[config.mk]
export PLATFORM = sky130hd
export DESIGN_NAME = mem_lock_arbiter
export DESIGN_NICKNAME = d
export VERILOG_FILES = /design/src/rtl/mem_lock_pkg.sv /design/src/rtl/lock_hold_timer.sv /design/src/rtl/mem_lock_arbiter.sv
export SDC_FILE = /design/constraint.sdc
export NUM_CORES = 1
export LEC_CHECK = 0
export BUFFER_PORTS_ARGS = -buffer_cell sky130_fd_sc_hd__buf_4
export CORE_UTILIZATION = 59
export CTS_BUF_LIST = sky130_fd_sc_hd__clkbuf_4 sky130_fd_sc_hd__clkbuf_8
export CTS_CLUSTER_DIAMETER = 120
export DETAILED_ROUTE_END_ITERATION = 8
export PLACE_DENSITY = 0.81
export SYNTH_ARGS = -nofsm -noshare
export SYNTH_HDL_FRONTEND = slang
export SYNTH_SLANG_ARGS = --single-unit
[constraint.sdc]
create_clock -name clk -period 3.13 [get_ports clk]
set_input_delay 0.4695 -clock clk [delete_from_list [all_inputs] [get_ports clk]]
set_output_delay 0.4695 -clock clk [all_outputs]
set_load 0.02 [all_outputs]
[src/rtl/mem_lock_pkg.sv]
// Shared definitions for the two-core memory lock arbiter.
//   state_t           : arbiter FSM states (IDLE, OWN0, OWN1)
//   MAX_HOLD_DEFAULT  : default cap on consecutive cycles one core may hold the lock
//   HOLD_CNT_W        : width of the hold counter (covers MAX_HOLD up to 255)
package mem_lock_pkg;

    typedef enum logic [1:0] {
        IDLE = 2'd0,
        OWN0 = 2'd1,
        OWN1 = 2'd2
    } state_t;

    localparam int unsigned MAX_HOLD_DEFAULT = 64;
    localparam int unsigned HOLD_CNT_W       = 8;

endpackage

[src/rtl/lock_hold_timer.sv]
// Hold timer for the memory lock arbiter.
// Counts cycles of continuous ownership.
// It saturates at MAX_HOLD-1 instead of wrapping.
//   clk     : clock
//   rst     : synchronous active-low reset
//   clear   : force the count to 0 (grant entry, handoff or idle)
//   enable  : count this cycle (a core owns the lock)
//   expired : count has reached MAX_HOLD-1
//   cnt     : current hold count
module lock_hold_timer
    import mem_lock_pkg::*;
#(
    parameter int unsigned MAX_HOLD = MAX_HOLD_DEFAULT
) (
    input  logic                  clk,
    input  logic                  rst,
    input  logic                  clear,
    input  logic                  enable,
    output logic                  expired,
    output logic [HOLD_CNT_W-1:0] cnt
);

    localparam logic [HOLD_CNT_W-1:0] LAST = HOLD_CNT_W'(MAX_HOLD - 1);

    assign expired = (cnt == LAST);

    always_ff @(posedge clk) begin
        if (!rst) begin
            cnt <= '0;
        end else if (clear) begin
            cnt <= '0;
        end else if (enable && !expired) begin
            cnt <= cnt + 1'b1;
        end
    end

endmodule

[src/rtl/mem_lock_arbiter.sv]
// Two-core memory lock arbiter.
// Round-robin on simultaneous requests.
// Ownership is capped at MAX_HOLD cycles.
//   clk          : clock
//   rst          : synchronous active-low reset
//   need_lock    : per-core request level, held for the whole critical section
//   rel          : per-core one-cycle pulse ending the owner's critical section
//                  ("release" is a reserved word in SystemVerilog)
//   grant        : registered one-hot/zero ownership
//   lock         : registered stall, requesting but not granted
//   whose_turn   : registered, winner of the next simultaneous request
//   timeout_flag : registered sticky, grant revoked by hold expiry
//   busy         : registered, any grant active
module mem_lock_arbiter
    import mem_lock_pkg::*;
#(
    parameter int unsigned MAX_HOLD = MAX_HOLD_DEFAULT
) (
    input  logic       clk,
    input  logic       rst,
    input  logic [1:0] need_lock,
    input  logic [1:0] rel,
    output logic [1:0] grant,
    output logic [1:0] lock,
    output logic       whose_turn,
    output logic [1:0] timeout_flag,
    output logic       busy
);

    state_t                  state, next_state;
    logic                    wt_next;
    logic [1:0]              tf_next;
    logic [1:0]              grant_next;
    logic                    timer_clear;
    logic                    timer_en;
    logic                    expired;
    logic [HOLD_CNT_W-1:0]   hold_cnt;

    lock_hold_timer #(
        .MAX_HOLD (MAX_HOLD)
    ) u_hold_timer (
        .clk     (clk),
        .rst     (rst),
        .clear   (timer_clear),
        .enable  (timer_en),
        .expired (expired),
        .cnt     (hold_cnt)
    );

    always_comb begin
        next_state = state;
        wt_next    = whose_turn;
        tf_next    = timeout_flag;

        unique case (state)
            IDLE: begin
                if (need_lock == 2'b11) begin
                    next_state = whose_turn ? OWN1 : OWN0;
                    wt_next    = ~whose_turn;
                end else if (need_lock[0]) begin
                    next_state = OWN0;
                    wt_next    = 1'b1;
                end else if (need_lock[1]) begin
                    next_state = OWN1;
                    wt_next    = 1'b0;
                end
            end
            OWN0: begin
                if (rel[0] || !need_lock[0] || expired) begin
                    // Expiry only counts as a timeout when nothing else ended ownership.
                    if (!rel[0] && need_lock[0]) begin
                        tf_next[0] = 1'b1;
                    end
                    if (need_lock[1]) begin
                        next_state = OWN1;
                        wt_next    = 1'b0;
                    end else begin
                        next_state = IDLE;
                    end
                end
            end
            OWN1: begin
                if (rel[1] || !need_lock[1] || expired) begin
                    if (!rel[1] && need_lock[1]) begin
                        tf_next[1] = 1'b1;
                    end
                    if (need_lock[0]) begin
                        next_state = OWN0;
                        wt_next    = 1'b1;
                    end else begin
                        next_state = IDLE;
                    end
                end
            end
            default: next_state = IDLE;
        endcase

        unique case (next_state)
            OWN0:    grant_next = 2'b01;
            OWN1:    grant_next = 2'b10;
            default: grant_next = 2'b00;
        endcase

        // Restart the count on any change of owner, and hold it at 0 while idle.
        timer_clear = (next_state != state) || (next_state == IDLE);
        timer_en    = (state != IDLE);
    end

    always_ff @(posedge clk) begin
        if (!rst) begin
            state        <= IDLE;
            grant        <= '0;
            lock         <= '0;
            whose_turn   <= 1'b0;
            timeout_flag <= '0;
            busy         <= 1'b0;
        end else begin
            state        <= next_state;
            grant        <= grant_next;
            lock         <= need_lock & ~grant_next;
            whose_turn   <= wt_next;
            timeout_flag <= tf_next;
            busy         <= |grant_next;
        end
    end

endmodule

==> results of run 1 <==
-- synthesized netlist by cell type (2+ instances only) --
cell	count
sky130_fd_sc_hd__dfxtp_1	18
sky130_fd_sc_hd__ha_1	9
sky130_fd_sc_hd__inv_1	9
sky130_fd_sc_hd__nand2_1	9
sky130_fd_sc_hd__and2_1	6
sky130_fd_sc_hd__nor2_1	6
sky130_fd_sc_hd__nor4_1	6
sky130_fd_sc_hd__a21oi_1	5
sky130_fd_sc_hd__a31oi_1	4
sky130_fd_sc_hd__nor3_1	4
sky130_fd_sc_hd__and3_1	3
sky130_fd_sc_hd__nand3_1	3
sky130_fd_sc_hd__o21ai_0	3
sky130_fd_sc_hd__xnor2_1	3
sky130_fd_sc_hd__a311oi_1	2
sky130_fd_sc_hd__and2b_1	2
sky130_fd_sc_hd__and3b_1	2
sky130_fd_sc_hd__mux2i_1	2
sky130_fd_sc_hd__nand2b_1	2
sky130_fd_sc_hd__nor4b_2	2
-- kinds of logic after synthesis --
| logic type | after synthesis |
|---|---|
| compound gates | 22 |
| xor+xnor | 3 |
| fa+ha+maj | 9 |
| buf+inv | 10 |
| flops | 18 |
| mux | 2 |
| simple gates | 54 |
-- worst max-delay path by stage --
stage / cells after the start / slack [ns] / end / start
after floorplan: 11 / 0.90 / u_hold_timer.cnt[0] / state[0]
after global placement: 10 / 0.48 / u_hold_timer.cnt[6] / state[0]
after detailed placement: 10 / 0.32 / u_hold_timer.cnt[5] / state[0]
after CTS: 10 / 0.32 / u_hold_timer.cnt[5] / state[0]
after global routing: 10 / 0.07 / u_hold_timer.cnt[5] / state[0]
final: 11 / 0.30 / u_hold_timer.cnt[5] / state[0]
-- through the flow --
| step | hold slack, ns | power [mW] | instance area [um^2] | worst slack, ns | utilization [%] |
|---|---|---|---|---|---|
| 2_1_floorplan | 0.5255 | 0.4397 | 1070 | 0.8999 | - |
| 3_3_place_gp | 0.4531 | 0.4963 | 1187 | 0.4784 | 69.52 |
| 3_5_place_dp | 0.4659 | 0.5009 | 1187 | 0.3233 | 69.52 |
| 4_1_cts | 0.4127 | 0.6423 | 1224 | 0.3200 | 71.65 |
| 5_1_grt | 0.4158 | 0.6791 | 1224 | 0.06591 | 71.65 |
| 6_report | 0.4208 | 0.6402 | 1224 | 0.3001 | 71.65 |
-- worst reg2reg max path: stages (launching register included) --
cell and delay [ns]:
sky130_fd_sc_hd__dfxtp_1 0.41, sky130_fd_sc_hd__inv_1 0.14, sky130_fd_sc_hd__ha_1 0.20, sky130_fd_sc_hd__and3b_1 0.21, sky130_fd_sc_hd__a2bb2oi_1 0.46, sky130_fd_sc_hd__nand2_1 0.13, sky130_fd_sc_hd__a21oi_1 0.28, sky130_fd_sc_hd__inv_1 0.11
sky130_fd_sc_hd__ha_1 0.20, sky130_fd_sc_hd__nor2_1 0.10, sky130_fd_sc_hd__nand2_1 0.20, sky130_fd_sc_hd__nor4_1 0.31
-- flip-flops by register name, indices dropped and copies added, names as in the netlist --
name and count:
lock 2, busy 1, u_hold_timer.cnt 8, state 2, grant 2, whose_turn 1
timeout_flag 2
-- layout make-up --
cell class	instances	area [um^2]	share of cell area, %
clock buffers	4	36.28	2.965
well taps	25	31.28	2.556
repair buffers	13	97.59	7.975
flip-flops and latches	18	360.3	29.45
inverters	9	33.78	2.761
multi-input cells	90	664.4	54.29
-- report_power, final --
part	switching (mW)	total, mW	internal, mW
Sequential	0.0171	0.268	0.250
Clock	0.0689	0.140	0.0709
Combinational	0.136	0.233	0.0965
-- metal layers --
metal / global-route usage, % / wire [um]
met1: 32.34 / 1002
met5: 0 / 0
met4: 9.091 / 34
met2: 47.94 / 1170
met3: 2.449 / 157
==> run_results.csv, run 1 <==
group,metric,value,unit
timing,final_critical_path_share_of_the_clock_period,90.41,%
job,max_cap_violations,0,
clocking,cts-root-to-sink-buffers,2,
hold_path,hold_path_depth,2,
die,die_width,44.58,um
synth,synth_compound_gate_area_share,15.44,%
placement,placement.io_buffers,13,
final_layout,mostFrequentLayoutCell,"sky130_fd_sc_hd__dfxtp_1",
hold_path,hold_endpoint,"busy",
final_layout,most-common-layout-cells,"sky130_fd_sc_hd__dfxtp_1 (18), sky130_fd_sc_hd__buf_4 (13), sky130_fd_sc_hd__inv_1 (9), sky130_fd_sc_hd__nand2_1 (9), sky130_fd_sc_hd__ha_1 (9)",
clocking,numClockSinks,18,
synth,async_flop_share,0,%
routing,routed_via_density,6.057,
routing,drtAntennaViolNets,0,
timing,setup-violations-final,0,
clocking,cts_tree,"built",
global_route,gr-total-overflow,0,
timing,maxClockFrequency,353.4,MHz
hold_path,launch_instance_of_the_worst_min_delay_path,"rst",
routing,drt_first_iter_violations,36,
timing,worst_clock_skew,0.006418,ns
placement,hpwlAfterDp,1787,um
final_layout,num-nets-final,150,
setup_path,r2r_slack,0.30,ns
synth,synth_edf_count,0,
synth,synth_xor_xnor_area_share,2.456,%
synth,synth_top_family_by_area,"simple AND/OR/NAND/NOR gates",
setup_path,worst-endpoint-arrival,3.02,ns
setup_path,top_cell_family_by_delay_on_the_critical_path,"simple AND/OR/NAND/NOR gates",
placement,gp_congestion,0.9104,
die,initial_util,62.64,%
setup_path,timing.critical_path.to_type,"flop",
outcome,run_status,"complete, no violations",
power_and_ir_drop,power.density,523.1,nW/um^2
synth,postSynthCellCount,118,
routing,drc,0,
synth,yosysSeqAreaShare,33.68,%
clocking,post-cts-setup-buffers,0,
setup_path,cp_slowest_cell,"sky130_fd_sc_hd__a2bb2oi_1",
hold_path,min_path_type,"input port to flop",
timing,tightestPinTransition,0.5150,ns
timing,rsz_0062_raised_after_global_routing,"no",
synth,yosysUniqueCellTypes,38,
timing,tns,0,ns
setup_path,stage_delay_of_the_slowest_cell_on_the_critical_path,0.46,ns
synth,ys_top_cells_by_area,"sky130_fd_sc_hd__dfxtp_1 (34%), sky130_fd_sc_hd__ha_1 (11%), sky130_fd_sc_hd__and2_1 (3.5%), sky130_fd_sc_hd__nor4_1 (3.5%), sky130_fd_sc_hd__inv_1 (3.2%)",
die,placeableCoreArea,1708,um^2
synth,synth_largest_area_cell,"sky130_fd_sc_hd__dfxtp_1",
setup_path,worst_setup_path_start_kind,"flop",
routing,drt-total-wl,2365,um
power_and_ir_drop,worst_ir_drop_vdd,0.4209,mV
final_layout,layoutNonFillerInstCount,159,
setup_path,criticalPathCategory,"flop to flop",
synth,synthMuxAreaShare,1.871,%
die,die_height,44.58,um
setup_path,crit_chain,"inv_1 > ha_1 > and3b_1 > a2bb2oi_1 > nand2_1 > a21oi_1 > inv_1 > ha_1 > nor2_1 > nand2_1 > nor4_1",
global_route,grt.total_usage,26.45,%
die,ioPinCount,14,
placement,dp_cells,155,
routing,routed-via-count,963,
global_route,maximum_number_of_pins_on_one_net_before_global_route_repair,11,
clocking,cts-root-buf,"sky130_fd_sc_hd__clkbuf_4",
die,standard_cell_rows,15,
setup_path,worst-path-max-fanout,8,
final_layout,post_route_cells_drive_above_1_share,18.66,%
synth,synth_simple_gate_area_share,31.81,%
clocking,insertion_delay,0.29,ns
final_layout,n_antenna_cell,0,
setup_path,cp_num_buf_inv,2,
setup_path,rr_startpoint,"state[0]",
routing,drtPass1Iterations,4,
clocking,cts-hold-fix-buffers,0,
timing,hold_viol,0,
clocking,cts-resized-gates,0,
clocking,cts_max_level,1,
synth,yosys_most_used_dff,"sky130_fd_sc_hd__dfxtp_1",
global_route,vias_in_the_first_global_route,878,
synth,synth_area_per_cell,9.066,um^2
global_route,global_route_wire_length_before_repair,3870,um
synth,ys.warnings.count,0,
synth,mappedNetlistNets,133,
setup_path,worst_r2r_path_depth,11,
die,die_area,1987,um^2
timing,max_slew_margin,65.53,%
timing,report.final.slew_viol_count,0,
timing,min_cycle_time_layout,2.830,ns
synth,synthesis.area,1070,um^2
synth,share_of_synthesized_cell_area_in_full_adder_half_adder_and_majority_cells,10.53,%
synth,netlist.area_leader.share,33.68,%
setup_path,cp_data_required_time,3.32,ns
setup_path,rr_endpoint,"u_hold_timer.cnt[5]",
clocking,cts_buf_count,3,
clocking,cts.clk_slew.worst_paths,0.09,ns
global_route,grt_antenna_before_repair,0,
final_layout,areaGrowthSynthToFinish,14.39,%
final_layout,nFillCells,137,
synth,synth_seq_cells,18,
routing,wl_per_cell,14.87,um
power_and_ir_drop,p_leak,0.5148,nW
Power figures use the tool's default switching activity.
==> run 2: changes to the inputs <==
Settings changed: CORE_MARGIN from default to 2, CORE_UTILIZATION 59 to 63, PLACE_DENSITY 0.81 to 0.86.
Clock period 3.13 ns to 3.5 ns, I/O delays scaled along.
==> run 2 against run 1 <==
Against the previous run:
- power is 8.9% lower
- critical path depth unchanged
- global-route usage is 0.51 points higher
- combinational power shrank 9.4%
- via count grew 1.6%
- hold slack better by 0.034 ns
- first-iteration DRC count fell by 2.8%
- critical endpoint is now u_hold_timer.cnt[6]
- wire length up 0.85%
- largest power group unchanged
- setup slack gained 0.32 ns
==> run_results.csv, run 2 (synthesized netlist as in run 1, its figures left out) <==
group,metric,value,unit
placement,placement.io_buffers,13,
die,initial_util,69.40,%
global_route,grt_antenna_before_repair,0,
routing,wl_per_cell,15.90,um
global_route,global_route_wire_length_before_repair,4029,um
timing,rsz_0062_raised_after_global_routing,"no",
die,die_area,2043,um^2
timing,min_cycle_time_layout,2.877,ns
timing,fin_worst_hold_slack,0.4544,ns
timing,max_slew_margin,70.38,%
setup_path,worst-endpoint-arrival,3.07,ns
setup_path,rr_startpoint,"state[0]",
placement,dp_cells,146,
die,placeableCoreArea,1541,um^2
routing,drt_first_iter_violations,35,
setup_path,r2r_slack,0.62,ns
timing,setup-violations-final,0,
routing,drtAntennaViolNets,0,
die,die_width,45.21,um
routing,routed-via-count,978,
timing,maxClockFrequency,347.6,MHz
global_route,gr-total-overflow,0,
die,ioPinCount,14,
power_and_ir_drop,p_leak,0.5148,nW
hold_path,min_path_type,"input port to flop",
clocking,cts_tree,"built",
setup_path,cp_data_required_time,3.70,ns
final_layout,areaGrowthSynthToFinish,13.33,%
timing,finalWorstSetupSlack,0.6230,ns
global_route,grt.total_usage,26.96,%
routing,drtPass1Iterations,4,
final_layout,mostFrequentLayoutCell,"sky130_fd_sc_hd__dfxtp_1",
clocking,cts_max_level,1,
setup_path,worst-path-max-fanout,8,
final_layout,nFillCells,119,
clocking,cts.clk_slew.worst_paths,0.11,ns
final_layout,regMostFlops,"u_hold_timer.cnt",
power_and_ir_drop,worst_ir_drop_vdd,0.4135,mV
clocking,insertion_delay,0.30,ns
routing,routed_via_density,6.520,
setup_path,criticalPathCategory,"flop to flop",
setup_path,worst_setup_path_start_kind,"flop",
setup_path,rr_endpoint,"u_hold_timer.cnt[6]",
power_and_ir_drop,power.density,481.0,nW/um^2
timing,worst_clock_skew,0.008679,ns
timing,hold_viol,0,
timing,tns,0,ns
timing,final_critical_path_share_of_the_clock_period,82.20,%
clocking,cts-hold-fix-buffers,0,
placement,hpwlAfterDp,1694,um
final_layout,post_route_cells_drive_above_1_share,18.66,%
die,standard_cell_rows,14,
job,max_cap_violations,0,
outcome,run_status,"complete, no violations",
die,die_height,45.21,um
hold_path,hold_path_depth,2,
final_layout,num-nets-final,150,
clocking,cts-root-buf,"sky130_fd_sc_hd__clkbuf_4",
global_route,vias_in_the_first_global_route,830,
placement,preCtsSetupSlack,0.7739,ns
final_layout,most-common-layout-cells,"sky130_fd_sc_hd__dfxtp_1 (18), sky130_fd_sc_hd__buf_4 (13), sky130_fd_sc_hd__inv_1 (9), sky130_fd_sc_hd__nand2_1 (9), sky130_fd_sc_hd__ha_1 (9)",
final_layout,largest_register_ff_count,8,
final_layout,layoutNonFillerInstCount,150,
placement,gp_congestion,0.8812,
timing,report.final.slew_viol_count,0,
clocking,cts-resized-gates,0,
final_layout,seqCellArea,360.3,um^2
final_layout,n_antenna_cell,0,
hold_path,hold_endpoint,"busy",
final_layout,final_core_util,78.65,%
final_layout,multi_input_area,664.4,um^2
setup_path,timing.critical_path.to_type,"flop",
hold_path,launch_instance_of_the_worst_min_delay_path,"rst",
setup_path,worst_r2r_path_depth,11,
global_route,maximum_number_of_pins_on_one_net_before_global_route_repair,11,
clocking,post-cts-setup-buffers,0,
routing,drt-total-wl,2385,um
clocking,cts-root-to-sink-buffers,2,
timing,tightestPinTransition,0.4425,ns
clocking,cts_buf_count,3,
clocking,numClockSinks,18,
routing,drc,0,
run 2: cell counts in the layout (fill, tap and decap cells not counted):
Identical to the previous run, type by type.
run 2: critical path, cell delays in order, from the launching register on:
cell and delay [ns]:
sky130_fd_sc_hd__dfxtp_1 0.41, sky130_fd_sc_hd__inv_1 0.14, sky130_fd_sc_hd__ha_1 0.30, sky130_fd_sc_hd__inv_1 0.16, sky130_fd_sc_hd__o32ai_1 0.41, sky130_fd_sc_hd__nor2_1 0.12, sky130_fd_sc_hd__a31oi_1 0.34, sky130_fd_sc_hd__inv_1 0.11
sky130_fd_sc_hd__ha_1 0.19, sky130_fd_sc_hd__nor2_1 0.09, sky130_fd_sc_hd__nand2_1 0.19, sky130_fd_sc_hd__nor4_1 0.32
run 2: worst max-delay path by stage:
stage,from,end,slack (ns),depth (start not counted)
6_report,state[0],u_hold_timer.cnt[6],0.62,11
5_1_grt,state[0],u_hold_timer.cnt[7],0.37,11
4_1_cts,state[0],u_hold_timer.cnt[6],0.71,11
3_5_place_dp,state[0],u_hold_timer.cnt[6],0.77,11
3_3_place_gp,state[1],u_hold_timer.cnt[7],0.92,11
2_1_floorplan,state[0],u_hold_timer.cnt[0],1.27,11
run 2: area by class of cell:
type | instances | share of cell area [%]
clock buffers | 4 | 2.993
inverters | 9 | 2.786
multi-input cells | 90 | 54.80
flip-flops and latches | 18 | 29.72
well taps | 16 | 1.651
repair buffers | 13 | 8.050
run 2: where the power goes:
part / switching [mW] / internal, mW
clock: 0.0682 / 0.0634
combinational: 0.125 / 0.0865
sequential: 0.0165 / 0.224
run 2: routing by layer:
layer	vias to the layer above	wire length, um	GRT usage [%]
li1	464	-	-
met1	448	1054	39.60
met2	64	1113	43.14
met3	2	212	2.400
met4	0	5	5.294
met5	-	0	0
run 2: per-stage QoR:
| step | power (mW) | cell area (um^2) |
|---|---|---|
| 2_1_floorplan | 0.3932 | 1070 |
| 3_3_place_gp | 0.4418 | 1176 |
| 3_5_place_dp | 0.4492 | 1176 |
| 4_1_cts | 0.5805 | 1212 |
| 5_1_grt | 0.6172 | 1212 |
| 6_report | 0.5831 | 1212 |
